File: src/rtl/lsu_pkg.sv
// rtl/lsu_pkg.sv - shared size encodings, FSM states and alignment helpers for the LSU
package lsu_pkg;

  localparam logic [3:0] SIZE_B = 4'b0001;
  localparam logic [3:0] SIZE_H = 4'b0011;
  localparam logic [3:0] SIZE_W = 4'b1111;

  typedef enum logic [1:0] {
    IDLE,
    REQ,
    WAIT_R,
    DONE
  } lsu_state_e;

  function automatic logic is_misaligned(input logic [3:0] size, input logic [1:0] off);
    return ((size == SIZE_H) && off[0]) || ((size == SIZE_W) && (off != 2'b00));
  endfunction

  function automatic logic is_legal_size(input logic [3:0] size);
    return (size == SIZE_B) || (size == SIZE_H) || (size == SIZE_W);
  endfunction

endpackage

File: src/rtl/lsu_load_align.sv
// rtl/lsu_load_align.sv - shifts a loaded word down to its byte lane and sign/zero-extends it
module lsu_load_align
  import lsu_pkg::*;
(
  input  logic [31:0] rdata,
  input  logic [1:0]  offset,
  input  logic [3:0]  size,
  input  logic        is_unsigned,
  output logic [31:0] result
);

  logic [31:0] shifted;

  always_comb begin
    shifted = rdata >> {offset, 3'b000};
    result  = shifted;
    case (size)
      SIZE_B:  result = {{24{~is_unsigned & shifted[7]}}, shifted[7:0]};
      SIZE_H:  result = {{16{~is_unsigned & shifted[15]}}, shifted[15:0]};
      default: result = shifted;
    endcase
  end

endmodule

File: src/rtl/lsu_dmem_ctrl.sv
// rtl/lsu_dmem_ctrl.sv - load/store stage driving a req/gnt/rvalid data-memory port
module lsu_dmem_ctrl
  import lsu_pkg::*;
#(
  parameter int ADDR_W = 32,
  parameter int DATA_W = 32
) (
  input  logic              i_clk,
  input  logic              i_rst_n,
  input  logic              i_valid,
  input  logic              i_mem_read,
  input  logic              i_mem_write,
  input  logic [3:0]        i_d_size,
  input  logic              i_d_unsigned,
  input  logic [ADDR_W-1:0] i_addr,
  input  logic [DATA_W-1:0] i_wdata,
  output logic              o_dmem_req,
  output logic              o_dmem_we,
  output logic [3:0]        o_dmem_be,
  output logic [ADDR_W-1:0] o_dmem_addr,
  output logic [DATA_W-1:0] o_dmem_wdata,
  input  logic              i_dmem_gnt,
  input  logic              i_dmem_rvalid,
  input  logic [DATA_W-1:0] i_dmem_rdata,
  output logic              o_stall,
  output logic [DATA_W-1:0] o_rdata,
  output logic              o_done,
  output logic              o_fault
);

  lsu_state_e        state;
  logic [1:0]        lat_off;
  logic [3:0]        lat_size;
  logic              lat_uns;
  logic [1:0]        off;
  logic              access;
  logic              bad;
  logic              go;
  logic [DATA_W-1:0] wdata_rep;
  logic [DATA_W-1:0] load_result;

  assign off     = i_addr[1:0];
  assign access  = (state == IDLE) && i_valid && (i_mem_read || i_mem_write);
  assign bad     = is_misaligned(i_d_size, off) || !is_legal_size(i_d_size);
  assign go      = access && !bad;
  assign o_stall = go || (state == REQ) || (state == WAIT_R);

  always_comb begin
    case (i_d_size)
      SIZE_B:  wdata_rep = {4{i_wdata[7:0]}};
      SIZE_H:  wdata_rep = {2{i_wdata[15:0]}};
      default: wdata_rep = i_wdata;
    endcase
  end

  lsu_load_align u_align (
    .rdata       (i_dmem_rdata),
    .offset      (lat_off),
    .size        (lat_size),
    .is_unsigned (lat_uns),
    .result      (load_result)
  );

  // Write wins when decode raises both strobes, so o_dmem_we alone steers the REQ exit.
  always_ff @(posedge i_clk or negedge i_rst_n) begin
    if (!i_rst_n) begin
      state        <= IDLE;
      o_dmem_req   <= 1'b0;
      o_dmem_we    <= 1'b0;
      o_dmem_be    <= 4'b0000;
      o_dmem_addr  <= '0;
      o_dmem_wdata <= '0;
      o_rdata      <= '0;
      o_done       <= 1'b0;
      o_fault      <= 1'b0;
      lat_off      <= 2'b00;
      lat_size     <= 4'b0000;
      lat_uns      <= 1'b0;
    end else begin
      o_done  <= 1'b0;
      o_fault <= access && bad;
      case (state)
        IDLE: begin
          if (go) begin
            state        <= REQ;
            o_dmem_req   <= 1'b1;
            o_dmem_we    <= i_mem_write;
            o_dmem_be    <= i_d_size << off;
            o_dmem_addr  <= {i_addr[ADDR_W-1:2], 2'b00};
            o_dmem_wdata <= wdata_rep;
            lat_off      <= off;
            lat_size     <= i_d_size;
            lat_uns      <= i_d_unsigned;
          end
        end
        REQ: begin
          if (i_dmem_gnt) begin
            o_dmem_req <= 1'b0;
            if (o_dmem_we) begin
              state  <= DONE;
              o_done <= 1'b1;
            end else if (i_dmem_rvalid) begin
              o_rdata <= load_result;
              state   <= DONE;
              o_done  <= 1'b1;
            end else begin
              state <= WAIT_R;
            end
          end
        end
        WAIT_R: begin
          if (i_dmem_rvalid) begin
            o_rdata <= load_result;
            state   <= DONE;
            o_done  <= 1'b1;
          end
        end
        DONE:    state <= IDLE;
        default: state <= IDLE;
      endcase
    end
  end

endmodule

File: config.mk
export PLATFORM = sky130hd
export DESIGN_NAME = lsu_dmem_ctrl
export DESIGN_NICKNAME = d
export VERILOG_FILES = /design/src/rtl/lsu_pkg.sv /design/src/rtl/lsu_load_align.sv /design/src/rtl/lsu_dmem_ctrl.sv
export SDC_FILE = /design/constraint.sdc
export NUM_CORES = 1
export LEC_CHECK = 0
export CAP_MARGIN = 25
export CORE_MARGIN = 5
export CORE_UTILIZATION = 40
export DETAILED_ROUTE_END_ITERATION = 6
export GPL_TIMING_DRIVEN = 0
export PLACE_DENSITY = 0.74
export REMOVE_ABC_BUFFERS = 1
export SLEW_MARGIN = 0
export SYNTH_ARGS = -nofsm -noshare
export SYNTH_HDL_FRONTEND = slang
export SYNTH_SLANG_ARGS = --single-unit
File: constraint.sdc
create_clock -name i_clk -period 2.06 [get_ports i_clk]
set_clock_uncertainty 0.15 [all_clocks]
set_input_delay 0.412 -clock i_clk [delete_from_list [all_inputs] [get_ports i_clk]]
set_output_delay 0.412 -clock i_clk [all_outputs]
set_load 0.05 [all_outputs]
## Word level (Yosys, flattened, before mapping)

Cells that the tools add are included.

- Register bits: 111
- Logic and storage cells: 71

- Equality and inequality tests: 12
- Shifts and indexed selects: 2
- Muxes and demuxes: 19
- Bitwise gates (word level): 3
- Reduce and logical (&&, ||, !) cells: 23

Operators with widths:

| operator | count |
|---|---|
| case mux 32 bit (2 select lines) | 3 |
| two-way mux 32 bit | 3 |
| >> shifter 32 x 5 -> 32 bit | 1 |
| AND reduction 3 bit | 3 |
| equality test 4 x 1 -> 1 bit (second input constant) | 2 |
| equality test 4 x 2 -> 1 bit (second input constant) | 2 |
| != test 2 bit (second input constant) | 4 |
| case mux 2 bit (4 select lines) | 1 |
| logical OR 1 bit | 7 |
| two-way mux 1 bit | 7 |
| logical AND 1 bit | 6 |
| two-way mux 2 bit | 3 |
| nonzero test 2 bit | 3 |
| equality test 2 bit (second input constant) | 2 |
| equality test 4 bit (second input constant) | 1 |
| case mux 1 bit (2 select lines) | 2 |
| << shifter 4 x 2 -> 4 bit | 1 |
| AND 1 bit | 2 |
| equality test 2 x 1 -> 1 bit (second input constant) | 1 |
| zero test 1 bit | 2 |
| zero test 2 bit | 1 |
| AND reduction 2 bit | 1 |
| inverter 1 bit | 1 |

## Longest topological paths before layout

- Word-level depth: 9
- Mapped depth: 8

## Modules after synthesis

A second synthesis with hierarchy kept.

- Cells, all modules: 452
- Area, all modules: 5546.6 um^2

Modules (own cells, without submodules):

| module | instances | cells an instance | area each (um^2) | seq. area each (um^2) |
|---|---|---|---|---|
| lsu_dmem_ctrl | 1 | 358 | 4813.4 | 2777.7 |
| lsu_load_align | 1 | 94 | 733.2 | 0.0 |

## Worst setup path before layout

Ideal clock, no wire load.

- Path type: input to output
- Start point: in i_addr[0]
- End point: out o_stall
- Arrival time: 1.830 ns
- Data required time: 1.498 ns
- Path slack: -0.332 ns
- Cell stages on the path: 7
- Cell sequence: buf_6 -> a211oi_1 -> a22o_1 -> buf_4 -> and2_4 -> buf_4 -> or3_1

- Longest elaborated chain between the ends: 8

RTL lines:

| item | RTL line | RTL |
|---|---|---|
| start, declared | lsu_dmem_ctrl.sv:15 | `input logic [ADDR_W-1:0] i_addr,` |
| nonzero test 2 bit | lsu_pkg.sv:16 | `return ((size == SIZE_H) && off[0]) \|\| ((size == SIZE_W) && (off != 2'b00));` |
| logical AND 1 bit | lsu_pkg.sv:16 |  |
| logical OR 1 bit (*) | lsu_pkg.sv:16 |  |
| logical OR 1 bit (*) | lsu_dmem_ctrl.sv:44 | `assign bad = is_misaligned(i_d_size, off) \|\| !is_legal_size(i_d_size);` |
| zero test 1 bit (*) | lsu_dmem_ctrl.sv:45 | `assign go = access && !bad;` |
| logical AND 1 bit (*) | lsu_dmem_ctrl.sv:45 |  |
| logical OR 1 bit (*) (2 in a row) | lsu_dmem_ctrl.sv:46 | `assign o_stall = go \|\| (state == REQ) \|\| (state == WAIT_R);` |
| end, declared | lsu_dmem_ctrl.sv:25 | `output logic o_stall,` |

Every way passes the cells marked *; elsewhere a longest branch is shown, timed or not.

## Worst setup path after layout

Same ends and word-level chain as after synthesis.

==> flow_summary.yaml <==
yosys:
  syn_area_per_cell_um2: 12.1
  ys_ff_latch: 111
  yosys_warnings: 0
  yosys.area.top_type_share_pct: 50.4
  synth_edf_count: 0
  synth_top_area_cell: "dfrtp_1"
  syn_area_um2: 5510
  synthCells: 454
  synthArstFlopShare_pct: 100
  ys_top_cells_by_area: "dfrtp_1 (50%), mux2i_1 (8.9%), mux2_4 (8.2%), mux2_2 (6.3%), a21oi_1 (4.3%)"
  seq_area_frac_synth_pct: 50.4
  ys_types: 49
  ys.flop_type: "dfrtp_1"
die:
  chipWidth_um: 127
  die-area_um2: 16200
  initial_core_util_pct: 41.3
  num_rows: 42
  core-area_um2: 13300
  die_y_um: 127
  io_pins: 213
setup_path:
  crit_path_end_kind: "primary output"
  startpoint: "i_addr[0]"
  arrival_ns: 1.77
  endpoint: "o_stall"
  path_cells: "clkdlybuf4s15_2 -> a211oi_2 -> a22o_4 -> and2_4 -> or3_4 -> buf_8"
  required_ns: 1.50
  max_stage_delay_ns: 0.34
  critPathKind: "input port to primary output"
  r2r_setup_slack_ns: -0.16
  reg2reg_to: "o_dmem_wdata[2]"
  crit_cells: 6
  cpLargestDelayFamily: "simple AND/OR/NAND/NOR gates"
  critPathMaxFanout: 9
  worst_r2r_path_depth: 7
  slowest_stage: "or3_4"
  path_buf_inv: 2
  rr_startpoint: "state[1]"
  startpoint_type: "input port"
clock_network:
  tritoncts: "built"
  htreeDepth: 3
  path_clk_slew_ns: 0.07
  cts_sinks: 111
  cts_buffers: 9
  clockBufferDepth: 2
  cts-root-buf: "clkbuf_16"
  clk_latency_ns: 0.35
grt:
  grt_max_degree: 69
  busiest_layer: "met2"
  overflow: 0
  met1_usage_pct: 25.2
  antenna_found_initial: 0
  grt_util_all_layers_pct: 20.3
  grt_pass1_wl_um: 26300
  met2_usage_pct: 33.2
  grt_pass1_vias: 4815
  met3_usage_pct: 6.80
finish:
  final_area_um2: 8350
  multiInputGateArea_um2: 2590
  stdcell_count: 855
  regArea_um2: 2780
  num-nets-final: 786
  n_antenna_cell: 0
  final_layout_size_suffix_gt1_share_pct: 21.1
  final_common_cell: "dfrtp_1"
  syn2layout_area_growth_pct: 51.5
  mostFrequentLayoutCells: "dfrtp_1 (109), dlygate4sd2_1 (102), clkdlybuf4s50_1 (99)"
  fillers: 1097
status:
  violations: "negative setup slack"
  status: "finished, violations left"
power_and_ir_drop:
  switchingPower_w: 0.00675
  power_density_nw_per_um2: 1660
  ir_drop_mv: 0.794
  swShare_pct: 48.8
  leakagePower_nw: 3.90
  p_comb_share_pct: 59.2
  power_w: 0.0138
  pwr-share-clk_pct: 13.2
  p_seq_share_pct: 27.6
  p_int_w: 0.00708
drt:
  avgRoutedWirePerCell_um: 19.9
  drc_errors: 0
  postRouteAntennaNets: 0
  drtIter0Drc: 268
  vias_per_cell: 5.32
  first_pass_iters: 4
  vias: 4552
  wl_um: 17000
timing:
  fin_crit_sh_pct: 113
  hold_violations: 0
  layout_min_cycle_time_ns: 2.34
  rsz0062_at_grt: "yes"
  tightest_slew_ns: 0.536
  drv_slew: 0
  setup_viol: 60
  setup_tns_ns: -5.72
  relSlewSlack_pct: 64.4
  clock.fmax_mhz: 428
  fin_ws_ns: -0.277
hold_path:
  hp-class: "input port to register"
  hold_depth: 2
placed_design:
  placed_area_um2: 7770
  hpwl_um: 11400
  gp_congestion: 0.818
  dp_cells: 813
  portBuffers: 210
flow_run:
  drv_cap: 0
layer usage:
| metal | share of wire, % | vias to the layer above |
|---|---|---|
| li1 | - | 2085 |
| met5 | 0 | - |
| met4 | 2.3 | 0 |
| met2 | 48 | 216 |
| met1 | 39 | 2224 |
| met3 | 10 | 27 |
power groups by stage:
stage / clock, W / combinational (W) / sequential [W]
2_1_floorplan: 0 / 0.00206 / 0.00705
3_3_place_gp: 0 / 0.00786 / 0.00395
3_5_place_dp: 0 / 0.00827 / 0.00387
4_1_cts: 0.00186 / 0.00799 / 0.00380
5_1_grt: 0.00195 / 0.00862 / 0.00396
6_report: 0.00182 / 0.00819 / 0.00382
how the worst min path moves through the flow:
| stage | startpoint | to | slack [ns] |
|---|---|---|---|
| after global routing | i_d_size[3] | lat_size[3] | 0.29 |
| after detailed placement | i_rst_n | o_rdata[0] | 0.22 |
| after floorplan | i_rst_n | lat_off[0] | -0.03 |
| after global placement | lat_size[0] | lat_size[0] | 0.29 |
| after CTS | i_d_size[3] | lat_size[3] | 0.27 |
| final | i_d_size[3] | lat_size[3] | 0.29 |
stage by stage:
step                hold WS, ns  utilization [%]  worst slack (ns)
floorplan               -0.0336                -             -1.50
global placement          0.293             56.8             -3.92
CTS                       0.272             61.5            -0.274
global route              0.294             62.5            -0.318
finish                    0.287             62.5            -0.277
detailed placement        0.215             58.2             -2.44
cell usage after synthesis, types with 2 or more instances:
master	count
nand3_1	2
dfrtp_1	111
buf_6	2
o21ai_0	32
buf_2	5
inv_1	13
ha_1	4
buf_4	8
nor3b_1	2
a211oi_1	2
nand2b_1	3
buf_1	4
clkbuf_1	12
a221o_1	16
nand2_1	26
nor2_1	9
mux2i_1	49
nor2b_1	4
a21oi_1	47
mux2_4	30
buf_12	4
nand3b_1	8
or3_1	2
or2_2	3
mux2_2	31
nand4b_1	2
worst reg2reg max path: cells and delay by family, from the launching register on:
kind	cells	cell delay [ns]
fa+ha+maj	1	0.15
compound gates	1	0.16
mux	1	0.32
buf+inv	3	0.77
flops	1	0.39
simple gates	1	0.17
flip-flops by register name (all words and copies together), names as in the netlist:
name,count
o_dmem_wdata,32
lat_uns,1
o_dmem_be,4
lat_off,2
lat_size,4
o_fault,1
o_rdata,32
o_dmem_req,1
o_dmem_we,1
o_dmem_addr,30
state,2
o_done,1
cells by family after synthesis:
| kind of cell | share of synthesized area (%) |
|---|---|
| xor gates and xnor gates | 0.159 |
| AOI/OAI and AO/OA | 12.3 |
| adders and majority gates | 0.909 |
| and+or+nand+nor | 6.88 |
| DFF | 50.4 |
| muxes | 23.8 |
| other | 0.0681 |
| buffers and inverters | 5.47 |
area by class of cell:
type                    instances  share of cell area, %
inverters                      13                  0.585
clock buffers                  11                   2.91
clock inverters                 5                  0.765
multi-input cells             298                   31.0
flip-flops and latches        111                   33.3
well taps                     176                   2.64
repair buffers                241                   28.8
repair_timing:
| item | 4_1_cts | 5_1_grt |
|---|---|---|
| endpoints found under the setup margin | 209 | 86 |
| pin swaps | 6 | 2 |
| cloned | 4 | 2 |
| setup buffers | 14 | 5 |
| hold endpoints to repair | 43 | 0 |
| resized for setup | 152 | 11 |
| hold buffers | 1 | 0 |
(Power assumes the default switching activity.)
